File: config.mk
export PLATFORM = sky130hd
export DESIGN_NAME = wb_stream_reader_ctrl
export DESIGN_NICKNAME = d
export VERILOG_FILES = /design/src/rtl/wb_stream_reader_ctrl.sv
export SDC_FILE = /design/constraint.sdc
export NUM_CORES = 1
export LEC_CHECK = 0
export ABC_AREA = 1
export ABC_CLOCK_PERIOD_IN_PS = 9400
export BUFFER_PORTS_ARGS = -buffer_cell sky130_fd_sc_hd__buf_2
export CORE_AREA = 10 10 292 294
export DETAILED_ROUTE_END_ITERATION = 10
export DIE_AREA = 0 0 302 304
export PLACE_DENSITY = 0.61
export SYNTH_ARGS = -nofsm -noshare
export SYNTH_HDL_FRONTEND = slang
export SYNTH_SLANG_ARGS = --single-unit
export TNS_END_PERCENT = 20
File: constraint.sdc
create_clock -name clk -period 9.4 [get_ports clk]
set_clock_uncertainty 0.05 [all_clocks]
set_input_delay 0.47 -clock clk [delete_from_list [all_inputs] [get_ports clk]]
set_output_delay 0.47 -clock clk [all_outputs]
set_load 0.005 [all_outputs]
File: src/rtl/wb_stream_reader_ctrl.sv
// Stream-to-memory writer: buffers a valid/ready word stream in a FWFT FIFO and
// writes it out as Wishbone linear incrementing bursts into a configured buffer.
module wb_stream_reader_ctrl #(
    parameter int WB_AW         = 32,
    parameter int WB_DW         = 32,
    parameter int FIFO_AW       = 4,
    parameter int MAX_BURST_LEN = 2**FIFO_AW
) (
    input  logic                 clk,
    input  logic                 rst_n,
    input  logic [WB_DW-1:0]     stream_s_data_i,
    input  logic                 stream_s_valid_i,
    output logic                 stream_s_ready_o,
    output logic [WB_AW-1:0]     wbm_adr_o,
    output logic [WB_DW-1:0]     wbm_dat_o,
    output logic [WB_DW/8-1:0]   wbm_sel_o,
    output logic                 wbm_we_o,
    output logic                 wbm_cyc_o,
    output logic                 wbm_stb_o,
    output logic [2:0]           wbm_cti_o,
    output logic [1:0]           wbm_bte_o,
    input  logic [WB_DW-1:0]     wbm_dat_i,
    input  logic                 wbm_ack_i,
    input  logic                 wbm_err_i,
    input  logic                 wbm_rty_i,
    input  logic                 enable,
    input  logic [WB_AW-1:0]     start_adr,
    input  logic [WB_AW-1:0]     buf_size,
    input  logic [WB_AW-1:0]     burst_size,
    output logic                 busy,
    output logic [WB_DW-1:0]     tx_cnt,
    output logic                 done,
    output logic                 err
);

    localparam int DEPTH = 2**FIFO_AW;
    localparam int BYTES = WB_DW/8;

    typedef enum logic [1:0] {
        S_IDLE,
        S_WAIT,
        S_BURST
    } state_t;

    state_t state, state_nxt;

    // FIFO storage and bookkeeping
    logic [WB_DW-1:0]   fifo_mem [DEPTH];
    logic [FIFO_AW-1:0] wr_ptr, rd_ptr;
    logic [FIFO_AW:0]   fifo_cnt;
    logic               fifo_full;
    logic               ready_en;
    logic               push, pop;

    // Latched configuration and transfer progress
    logic [WB_AW-1:0]   start_q, buf_q, burst_q, tx_q, beats_left;
    logic               busy_q, done_q, err_q;

    // FSM strobes
    logic               start, ld_burst, beat_ack, set_done, go_idle, bus_err;
    logic               beat_ok;

    logic [WB_AW-1:0]   remaining, req_len, burst_len;

    logic               unused_in;
    assign unused_in = ^wbm_dat_i;

    // ---------------------------------------------------------------- FIFO
    assign fifo_full        = (fifo_cnt == (FIFO_AW+1)'(DEPTH));
    assign stream_s_ready_o = ready_en & ~fifo_full;
    assign push             = stream_s_valid_i & stream_s_ready_o;
    assign pop              = beat_ack;

    always_ff @(posedge clk) begin
        if (push) begin
            fifo_mem[wr_ptr] <= stream_s_data_i;
        end
    end

    always_ff @(posedge clk or negedge rst_n) begin
        if (!rst_n) begin
            wr_ptr   <= '0;
            rd_ptr   <= '0;
            fifo_cnt <= '0;
            ready_en <= 1'b0;
        end else begin
            ready_en <= 1'b1;
            if (push) begin
                wr_ptr <= wr_ptr + 1'b1;
            end
            if (pop) begin
                rd_ptr <= rd_ptr + 1'b1;
            end
            case ({push, pop})
                2'b10:   fifo_cnt <= fifo_cnt + 1'b1;
                2'b01:   fifo_cnt <= fifo_cnt - 1'b1;
                default: ;
            endcase
        end
    end

    // -------------------------------------------------------- burst length
    always_comb begin
        remaining = buf_q - tx_q;
        req_len   = (burst_q == '0) ? WB_AW'(1) : burst_q;
        burst_len = req_len;
        if (remaining < burst_len) begin
            burst_len = remaining;
        end
        if (WB_AW'(MAX_BURST_LEN) < burst_len) begin
            burst_len = WB_AW'(MAX_BURST_LEN);
        end
    end

    // A retry is simply a cycle without acknowledge: the beat stays on the bus.
    assign beat_ok = wbm_ack_i & ~wbm_rty_i;

    // ----------------------------------------------------------------- FSM
    always_ff @(posedge clk or negedge rst_n) begin
        if (!rst_n) begin
            state <= S_IDLE;
        end else begin
            state <= state_nxt;
        end
    end

    always_comb begin
        state_nxt = state;
        start     = 1'b0;
        ld_burst  = 1'b0;
        beat_ack  = 1'b0;
        set_done  = 1'b0;
        go_idle   = 1'b0;
        bus_err   = 1'b0;
        case (state)
            S_IDLE: begin
                if (enable) begin
                    start     = 1'b1;
                    state_nxt = S_WAIT;
                end
            end
            S_WAIT: begin
                if (!enable) begin
                    go_idle   = 1'b1;
                    state_nxt = S_IDLE;
                end else if (remaining == '0) begin
                    set_done  = 1'b1;
                    state_nxt = S_IDLE;
                end else if (WB_AW'(fifo_cnt) >= burst_len) begin
                    ld_burst  = 1'b1;
                    state_nxt = S_BURST;
                end
            end
            S_BURST: begin
                if (wbm_err_i) begin
                    bus_err   = 1'b1;
                    state_nxt = S_IDLE;
                end else if (beat_ok) begin
                    beat_ack = 1'b1;
                    if (beats_left == WB_AW'(1)) begin
                        if (tx_q + WB_AW'(1) == buf_q) begin
                            set_done  = 1'b1;
                            state_nxt = S_IDLE;
                        end else begin
                            state_nxt = S_WAIT;
                        end
                    end
                end
            end
            default: state_nxt = S_IDLE;
        endcase
    end

    // ----------------------------------------------- config and progress
    always_ff @(posedge clk or negedge rst_n) begin
        if (!rst_n) begin
            start_q    <= '0;
            buf_q      <= '0;
            burst_q    <= '0;
            tx_q       <= '0;
            beats_left <= '0;
            busy_q     <= 1'b0;
            done_q     <= 1'b0;
            err_q      <= 1'b0;
        end else begin
            done_q <= set_done;
            if (start) begin
                start_q <= start_adr;
                buf_q   <= buf_size;
                burst_q <= burst_size;
                tx_q    <= '0;
                err_q   <= 1'b0;
                busy_q  <= 1'b1;
            end
            if (ld_burst) begin
                beats_left <= burst_len;
            end
            if (beat_ack) begin
                tx_q       <= tx_q + WB_AW'(1);
                beats_left <= beats_left - WB_AW'(1);
            end
            if (bus_err) begin
                err_q  <= 1'b1;
                busy_q <= 1'b0;
            end
            if (set_done || go_idle) begin
                busy_q <= 1'b0;
            end
        end
    end

    // ------------------------------------------------------------- outputs
    assign wbm_cyc_o = (state == S_BURST);
    assign wbm_stb_o = (state == S_BURST);
    assign wbm_we_o  = (state == S_BURST);
    assign wbm_sel_o = (state == S_BURST) ? '1 : '0;
    assign wbm_bte_o = 2'b00;
    assign wbm_cti_o = (state != S_BURST)             ? 3'b000 :
                       (beats_left == WB_AW'(1))      ? 3'b111 : 3'b010;
    // Address is derived from the word count so it wraps modulo 2**WB_AW.
    assign wbm_adr_o = start_q + tx_q * WB_AW'(BYTES);
    assign wbm_dat_o = fifo_mem[rd_ptr];

    assign busy   = busy_q;
    assign done   = done_q;
    assign err    = err_q;
    assign tx_cnt = WB_DW'(tx_q);

endmodule

======== Word-level counts from Yosys, hierarchy flattened ========
Memory sizes are Yosys's and may differ from the RTL's.
Cells that the tools add are included.
operators by class
  add/subtract/negate cells ............... 8
  magnitude comparators ................... 3
  eq/ne operators ......................... 12
  multiplexer cells ....................... 47
  bitwise operators ....................... 5
  reductions and logical operators ........ 10
operator list
  cell                                                                  count
  32-bit 2-to-1 mux                                                     7
  32-bit zero test                                                      2
  32-bit by 1-bit adder with 32-bit output, second input constant       1
  32-bit adder                                                          1
  32-bit by 1-bit == test with 1-bit output, second input constant      1
  32-bit == test                                                        1
  5-bit by 32-bit greater-or-equal comparator with 1-bit output         1
  32-bit < comparator                                                   1
  5-bit by 32-bit < comparator with 1-bit output, first input constant  1
  32-bit by 1-bit subtractor with 32-bit output, second input constant  1
  32-bit subtractor                                                     1
  1-bit 2-to-1 mux                                                      27
  2-bit 2-to-1 mux                                                      7
  5-bit case mux with 2 select lines                                    1
  4-bit by 1-bit adder with 4-bit output, second input constant         2
  2-bit nonzero test                                                    4
  3-bit 2-to-1 mux                                                      2
  3-bit by 1-bit != test with 1-bit output, second input constant       2
  2-bit case mux with 3 select lines                                    1
  5-bit by 1-bit adder with 5-bit output, second input constant         1
  5-bit == test, second input constant                                  1
  5-bit by 1-bit subtractor with 5-bit output, second input constant    1
  2-bit by 1-bit == test with 1-bit output, second input constant       2
  2-bit == test, second input constant                                  2
  10 further kinds                                                      14
word-level totals
  flip-flop bits (word level) ............. 179
  RAM bits ................................ 512
  memories kept ........................... 1
memories
  memory    words  bits a word  rd ports  clocked after memory_dff  wr ports  RTL line  RTL
  fifo_mem  16     32           1         0                         1         48        logic [WB_DW-1:0] fifo_mem [DEPTH];

======== Longest topological paths before layout ========
Gate-level depths: netlist of the first run.
  depth after elaboration ................. 13
  gate-level depth with buffers ........... 46

======== Worst setup path after synthesis of the first run ========
Ideal clock, no wire load.
  kind .................................... reg2reg
  start ................................... reg tx_q[0], in the netlist tx_cnt[0]
  end ..................................... reg beats_left[3]
  library setup time ...................... 0.118 ns
  arrival ................................. 5.461 ns
  setup slack ............................. 3.772 ns
  stages on the path, launching flop included .. 42
  buffers on the path ..................... 3
  period minus slack after synthesis ...... 5.628 ns
  cells stage by stage .................... dfrtp_1 ha_1 inv_1 fa_1 nand3_1 nand2_1 a21boi_1 o21ai_2 a21boi_1 o21ai_0 xnor2_1 inv_1 ha_1 nand2_1 o21ai_1 nand3_1 nand2_1 nand2_1 [6 not listed] nand2_1 nor2_1 nand2_1 nand2_1 nand4_1 inv_1 ha_1 o21ai_0 nand2_1 a21oi_1 o21bai_1 a21oi_1 inv_1 nand4_1 nand2_2 buf_2 nand3_1 nand2_1
on the way
  cells in the longest elaborated chain, start to end .. 11
  elaborated cells on any way between the ends .. 14
  classes of those cells .................. add/sub (1); order compare (3); mux (8); reduce/logical (2)
RTL lines
  what                                                           RTL line  RTL
  start, declared                                                56        logic [WB_AW-1:0] start_q, buf_q, burst_q, tx_q, beats_left;
  start signal, assigned                                         199       tx_q <= tx_q + WB_AW'(1);
  32-bit subtractor (*)                                          104       remaining = buf_q - tx_q;
  32-bit < comparator                                            107       if (remaining < burst_len) begin
  32-bit 2-to-1 mux                                              107
  5-bit by 32-bit < comparator with 1-bit output                 110       if (WB_AW'(MAX_BURST_LEN) < burst_len) begin
  32-bit 2-to-1 mux                                              110
  5-bit by 32-bit greater-or-equal comparator with 1-bit output  149       end else if (WB_AW'(fifo_cnt) >= burst_len) begin
  1-bit 2-to-1 mux                                               149
  1-bit 2-to-1 mux                                               146       end else if (remaining == '0) begin
  1-bit 2-to-1 mux                                               143       if (!enable) begin
  1-bit 2-to-1 mux                                               135       case (state)
  2-bit nonzero test (no source line)                            --
  end signal, assigned                                           196       beats_left <= burst_len;
  end signal, assigned                                           200       beats_left <= beats_left - WB_AW'(1);
  end, declared                                                  56
Mark *: on every way between the ends. The rest lies on a longest branch, timed or not. The select of a mux whose other input is x is not followed.
A chain may end at the register's enable or synchronous reset.

======== Final worst setup path of the first run ========
  start ................................... reg tx_q[14], in the netlist tx_cnt[14]
  end ..................................... reg beats_left[24]
The elaborated chain is that of the path after synthesis.

==> results.md, run 1 <==
- Run status: finished, final reports clean
- Insertion delay to the later sink of the worst-skew pair: 640 ps
- Final Cell Area: 38500 um2
- Storage cell area: 19900 um2
- Total power: 12.3 mW
- Starting DRC count in detailed routing: 1787
- IO Port Bufs: 244
- Hold WS: 29.8 ps
- Syn Inst Count: 3234
- DP Wirelength: 56000 um
- Final worst-path cycle share: 82.8%
- TritonCTS clock tree: yes
- DIE WIDTH: 302 um
- CP max-delay cell: nand2_2
- DR vias/cell: 5.31
- CP max stage delay: 690 ps
- CP required: 9860 ps
- Min-Delay Path Class: in -> reg
- Period minus WS final: 7790 ps
- Drt first pass iters: 6
- Initial Util: 41.5%
- WL per Instance: 19.5 um
- Max-Cap Viols: 0
- Final hold violation count: 0
- Post-route setup TNS: 0 ps
- Routed vias: 24.6k
- Async set or reset register ratio after synthesis: 25.9%
- Overall Global Routing Usage: 19.2%
- Synth area leader: edfxtp_1
- Synth cell types: 56
- CP max FO: 39
- Final Net Count: 3792
- Post-CTS Setup Inserts: 0
- EDFF count, synth: 512
- Post-layout util: 48.3%
- Die H: 304 um
- Top cell by count, worst path: nand2_1
- Critical path capture point type: flip-flop
- DIE AREA: 91800 um2
- First-pass GRT wire length: 140000 um
- CP Launch Type: flip-flop
- Mapped Area: 33000 um2
- Mean Syn Cell Area: 10.2 um2
- Placed cells: 4423
- # fillers: 7467
- Area contributors post-synth: edfxtp_1 47%, dfrtp_1 14%, nand2_1 7.3%
- Finished Layout Cells: 4635
- Final WS setup: 1610 ps
- Total clock sinks: 691
- Antenna viol nets, final: 0
- Vias in the first global route: 24.2k
- Clock-pin slew on the worst setup and hold paths: 60 ps
- Flop and latch count out of synthesis: 691
- # rows: 104
- Initial antenna violation count: 8
- Bufs on Longest Clock Path: 3
- Unrepaired setup endpoints after global routing: false
- DRC violations left: 0
- Root Driver: clkbuf_16
- Synth Warn #: 0
- Post-synth top flop: edfxtp_1
- Post-CTS sizing: 0
- Total Routed Length: 90300 um
- CTS buffer count: 76
- Critical path class: reg -> reg
- Global route overflow: 0
- Peak supply drop: 212 uV
- Slew of the pin with the lowest slew margin: 1100 ps
- Post-placement setup slack: 1750 ps
- Worst R2R Setup Slack: 1610 ps
- Power per Cell Area: 319 nW/um2
- Multi-input gate area: 11800 um2
- Slew Viols, Final: 0
- Post-Place Cell Area: 35400 um2
- Core area: 79600 um2
- Layout cells sized above 1: 12.5%
- Max Freq: 0.128 GHz
- Rel. slew slack: 26.8%
- Final GP Congestion: 0.886
- # IOs: 279
- Sequential share of the synthesized area: 60.1%
- Arr. time, crit path: 8240 ps
- Largest net degree at the start of global routing: 107
- H-tree depth: 3
- Growth of design area from synthesis to finish: 16.5%
- Post-synth top area share: 46.5%
- Final setup fails: 0
- Leak pwr: 15.4 nW
logic make-up (layout without fill, tap and decap cells):
kind of cell | after synthesis | count (layout) | synth area share [%]
AO/OA/AOI/OAI | 775 | 775 | 13.3
XOR/XNOR | 132 | 132 | 3.50
adder cells (fa/ha/maj) | 115 | 115 | 4.42
buffers and inverters | 391 | 727 | 4.67
flip-flops | 691 | 691 | 60.1
other | 2 | 7 | 0.0227
AND/OR/NAND/NOR | 1128 | 1128 | 14.0
power by group:
group	switching, mW	internal, mW
registers	0.300	3.67
logic	3.63	1.82
clock network	1.26	1.63
area by class of cell:
| type | instances | share of cell area (%) |
|---|---|---|
| antenna | 4 | 0.0260 |
| clock buffer | 101 | 5.26 |
| clock inverter | 38 | 1.02 |
| inverter | 239 | 2.35 |
| multi-input combinational | 2153 | 30.6 |
| sequential | 691 | 51.6 |
| tap | 1060 | 3.45 |
| timing repair buffer | 349 | 5.69 |
path summary, 6_finish.rpt:
| path | startpoint | end | cells past startpoint |
|---|---|---|---|
| setup / recovery | tx_cnt[14] | beats_left[24] | 36 |
| min in group asynchronous | rst_n | start_q[30] | 2 |
| hold / removal | burst_size[31] | burst_q[31] | 3 |
| hold reg to reg | err | err | 2 |
| setup reg to reg | tx_cnt[14] | beats_left[24] | 36 |
| max in group asynchronous | rst_n | rd_ptr[1] | 3 |
sequential cells by signal, indices dropped and copies added (netlist names):
name,cells
fifo_mem,512
beats_left,32
buf_q,32
burst_q,32
start_q,32
tx_cnt,32
fifo_cnt,5
rd_ptr,4
wr_ptr,4
state,2
busy,1
done,1
err,1
ready_en,1
placed cells by master, fill, tap and decap left out, drive strengths merged, types with 30 or more instances in the layout:
cell,netlist,routed
ha,112,112
inv,238,244
nand4,37,37
dlygate4sd3,0,69
xnor2,31,31
dfrtp,179,179
o22ai,97,97
nor3,30,30
nand3,73,73
o21ai,346,346
nor2,312,312
clkbuf,123,102
nand2,645,645
edfxtp,512,512
a21oi,225,225
xor2,101,101
buf,29,279
o221ai,64,64
Yosys cell counts, types with 4 or more instances:
cell and count:
o221ai_1 64, dfrtp_1 179, nor2_1 304, a211oi_1 4, nor2_2 6, o21ai_2 5
or2_2 4, nand3b_1 5, buf_2 4, a21oi_1 223, o21bai_1 5, xor2_1 101
edfxtp_1 512, a31oi_1 8, o22ai_1 97, nand3_1 73, ha_1 112, nand4_1 36
o21ai_0 331, inv_1 236, nand2_2 4, nor4_1 17, o21ai_1 10, nor3_1 27
clkbuf_1 123, xnor2_1 31, buf_1 8, buf_4 15, a21boi_1 4, nand2_1 641
a21o_1 4
critical path: cells and delay by family (launching register included):
family / cells / cell delay [ps]
and+or+nand+nor: 20 / 3880
adders and majority gates: 3 / 930
buffers and inverters: 5 / 780
DFF: 1 / 490
xor gates and xnor gates: 1 / 270
AOI/OAI and AO/OA: 7 / 1240
routing by layer:
layer  share of wire (%)  track usage, %  vias up  wire (um)
li1                    -               -    11900          -
met1                  43            24.8    11900      38700
met2                  49            32.6      649      44000
met3                 5.5            3.25      164       4990
met4                 2.9            6.17        6       2600
met5               0.039               0        -         35
timing repair:
item	4_1_cts	5_1_grt
endpoints found under the setup margin	0	0
hold buffers	69	0
endpoints found under the hold margin	125	0
Note: power is estimated with default switching activity, not from simulation.
==> inputs of run 2 (changes only) <==
--- a/config.mk
+++ b/config.mk
@@ -6,12 +6,12 @@
 export NUM_CORES = 1
 export LEC_CHECK = 0
 export ABC_AREA = 1
-export ABC_CLOCK_PERIOD_IN_PS = 9400
+export ABC_CLOCK_PERIOD_IN_PS = 6260
 export BUFFER_PORTS_ARGS = -buffer_cell sky130_fd_sc_hd__buf_2
 export CORE_AREA = 10 10 292 294
 export DETAILED_ROUTE_END_ITERATION = 10
 export DIE_AREA = 0 0 302 304
-export PLACE_DENSITY = 0.61
+export PLACE_DENSITY = 0.63
 export SYNTH_ARGS = -nofsm -noshare
 export SYNTH_HDL_FRONTEND = slang
 export SYNTH_SLANG_ARGS = --single-unit
==> constraint.sdc (replaced) <==
create_clock -name clk -period 6.26 [get_ports clk]
set_clock_uncertainty 0.05 [all_clocks]
set_input_delay 0.313 -clock clk [delete_from_list [all_inputs] [get_ports clk]]
set_output_delay 0.313 -clock clk [all_outputs]
set_load 0.005 [all_outputs]
==> run 2 against run 1 <==
Compared with the run above:
- critical path depth grew 3
- maximum frequency grew 31%
- critical endpoint is now beats_left[2]
- cell area grew 6.5%
- power grew 68%
- first-iteration DRC count shrank 2.2%
- hold slack gained 140 ps
- sequential share of layout area shrank 3.2 points
- cell count grew 3.6%
- setup slack lost 1300 ps
- sequential power grew 52%
==> results.md, run 2 (same netlist as run 1, synthesis figures left out) <==
- Min-Delay Path Class: in -> reg
- Largest net degree at the start of global routing: 133
- TritonCTS clock tree: yes
- Run status: finished, final reports clean
- Overall Global Routing Usage: 19.5%
- Critical path class: reg -> reg
- Max-Cap Viols: 0
- Root Driver: clkbuf_16
- Die H: 304 um
- Most common cell after layout, fill and taps aside: nand2_1
- DRC violations left: 0
- Slew Viols, Final: 0
- Arr. time, crit path: 6380 ps
- Met3 wire length: 5480 um
- Power per Cell Area: 505 nW/um2
- Unrepaired setup endpoints after global routing: true
- Max Freq: 0.168 GHz
- Leak pwr: 16.4 nW
- Multi-input gate area: 12500 um2
- # fillers: 6974
- H-tree depth: 3
- Commonest non-fill, non-tap cells in the layout: 619 x nand2_1, 512 x edfxtp_1, 305 x o21ai_0
- # rows: 104
- Top cell by count, worst path: a21oi_2
- DR top layer: met5
- CP max-delay cell: ha_1
- Placed cells: 4488
- Clock-pin slew on the worst setup and hold paths: 60 ps
- Storage cell area: 19900 um2
- DP Wirelength: 56200 um
- Bufs on Longest Clock Path: 3
- Slew of the pin with the lowest slew margin: 1110 ps
- Max reg flops: 512
- IO Port Bufs: 244
- Met1 WL: 40200 um
- Initial antenna violation count: 3
- Finished Layout Cells: 4800
- Total power: 20.7 mW
- DIE WIDTH: 302 um
- Total Routed Length: 93100 um
- Final setup fails: 0
- Vias in the first global route: 24.7k
- Rel. slew slack: 26.1%
- Routed wl met2: 45100 um
- Final worst-path cycle share: 95.3%
- Top reg by flops: fifo_mem
- Core area: 79600 um2
- Final Net Count: 3957
- CP max stage delay: 350 ps
- First-pass GRT wire length: 142000 um
- WL per Instance: 19.4 um
- Global route overflow: 0
- Final WS setup: 293 ps
- Hold WS: 170 ps
- Peak supply drop: 452 uV
- CTS buffer count: 78
- Final hold violation count: 0
- Drt first pass iters: 5
- Period minus WS final: 5970 ps
- Antenna viol nets, final: 0
- Initial Util: 41.5%
- Layout cells sized above 1: 18.4%
- Starting DRC count in detailed routing: 1747
- Routed vias: 25.4k
- Total clock sinks: 691
- CP max FO: 8
- CP Launch Type: flip-flop
- Growth of design area from synthesis to finish: 24.1%
- DIE AREA: 91800 um2
- Insertion delay to the later sink of the worst-skew pair: 650 ps
- Critical path capture point type: flip-flop
- DR vias/cell: 5.29
- Post-placement setup slack: 69.8 ps
- Final GP Congestion: 0.914
- CP required: 6680 ps
- # IOs: 279
[run 2: stage by stage]
stage	util [%]	TNS [ps]	area (um2)
floorplan	-	0	33000
global placement	45.0	0	35900
detailed placement	45.0	0	35900
CTS	50.1	0	39900
global route	51.5	-2050	41000
finish	51.5	0	41000
[run 2: report_power, final]
part	internal (mW)	switching, mW
sequential	5.51	0.522
clock	2.85	1.93
combinational	3.87	6.01
total	12.2	8.46
[run 2: repair_timing]
item,CTS,global route
buffers inserted,0,32
gates resized for setup,0,180
setup endpoints to repair,0,34
endpoints found under the hold margin,701,0
hold buffers,130,0
[run 2: final timing paths]
kind / start / cells after the start / slack [ps] / to
worst max-delay path: tx_cnt[16] / 39 / 290 / beats_left[2]
min in group asynchronous: rst_n / 2 / 370 / start_q[31]
max in group asynchronous: rst_n / 3 / 4410 / burst_q[8]
worst max register to register: tx_cnt[16] / 39 / 290 / beats_left[2]
worst min register to register: err / 2 / 430 / err
worst min-delay path: stream_s_valid_i / 3 / 170 / wr_ptr[0]
[run 2: worst max-delay path: cells and delay by family (launching register included)]
kind | cells | cell delay, ps
AND/OR/NAND/NOR | 14 | 1570
AO/OA/AOI/OAI | 11 | 1460
buffers and inverters | 10 | 1260
adder cells (fa/ha/maj) | 3 | 860
flip-flops | 1 | 340
XOR/XNOR | 1 | 240
[run 2: cell type report]
type	instances	area share (%)
repair buffers	512	9.02
flip-flops and latches	691	48.5
inverters	239	2.21
diodes	2	0.0122
clock inverters	50	1.63
clock buffers	93	5.04
well taps	1060	3.23
multi-input cells	2153	30.4
[run 2: routing by layer]
layer	global-route usage [%]	vias up
met5	0	-
met4	5.80	2
met3	3.11	161
met2	32.7	762
met1	25.7	12300
li1	-	12200
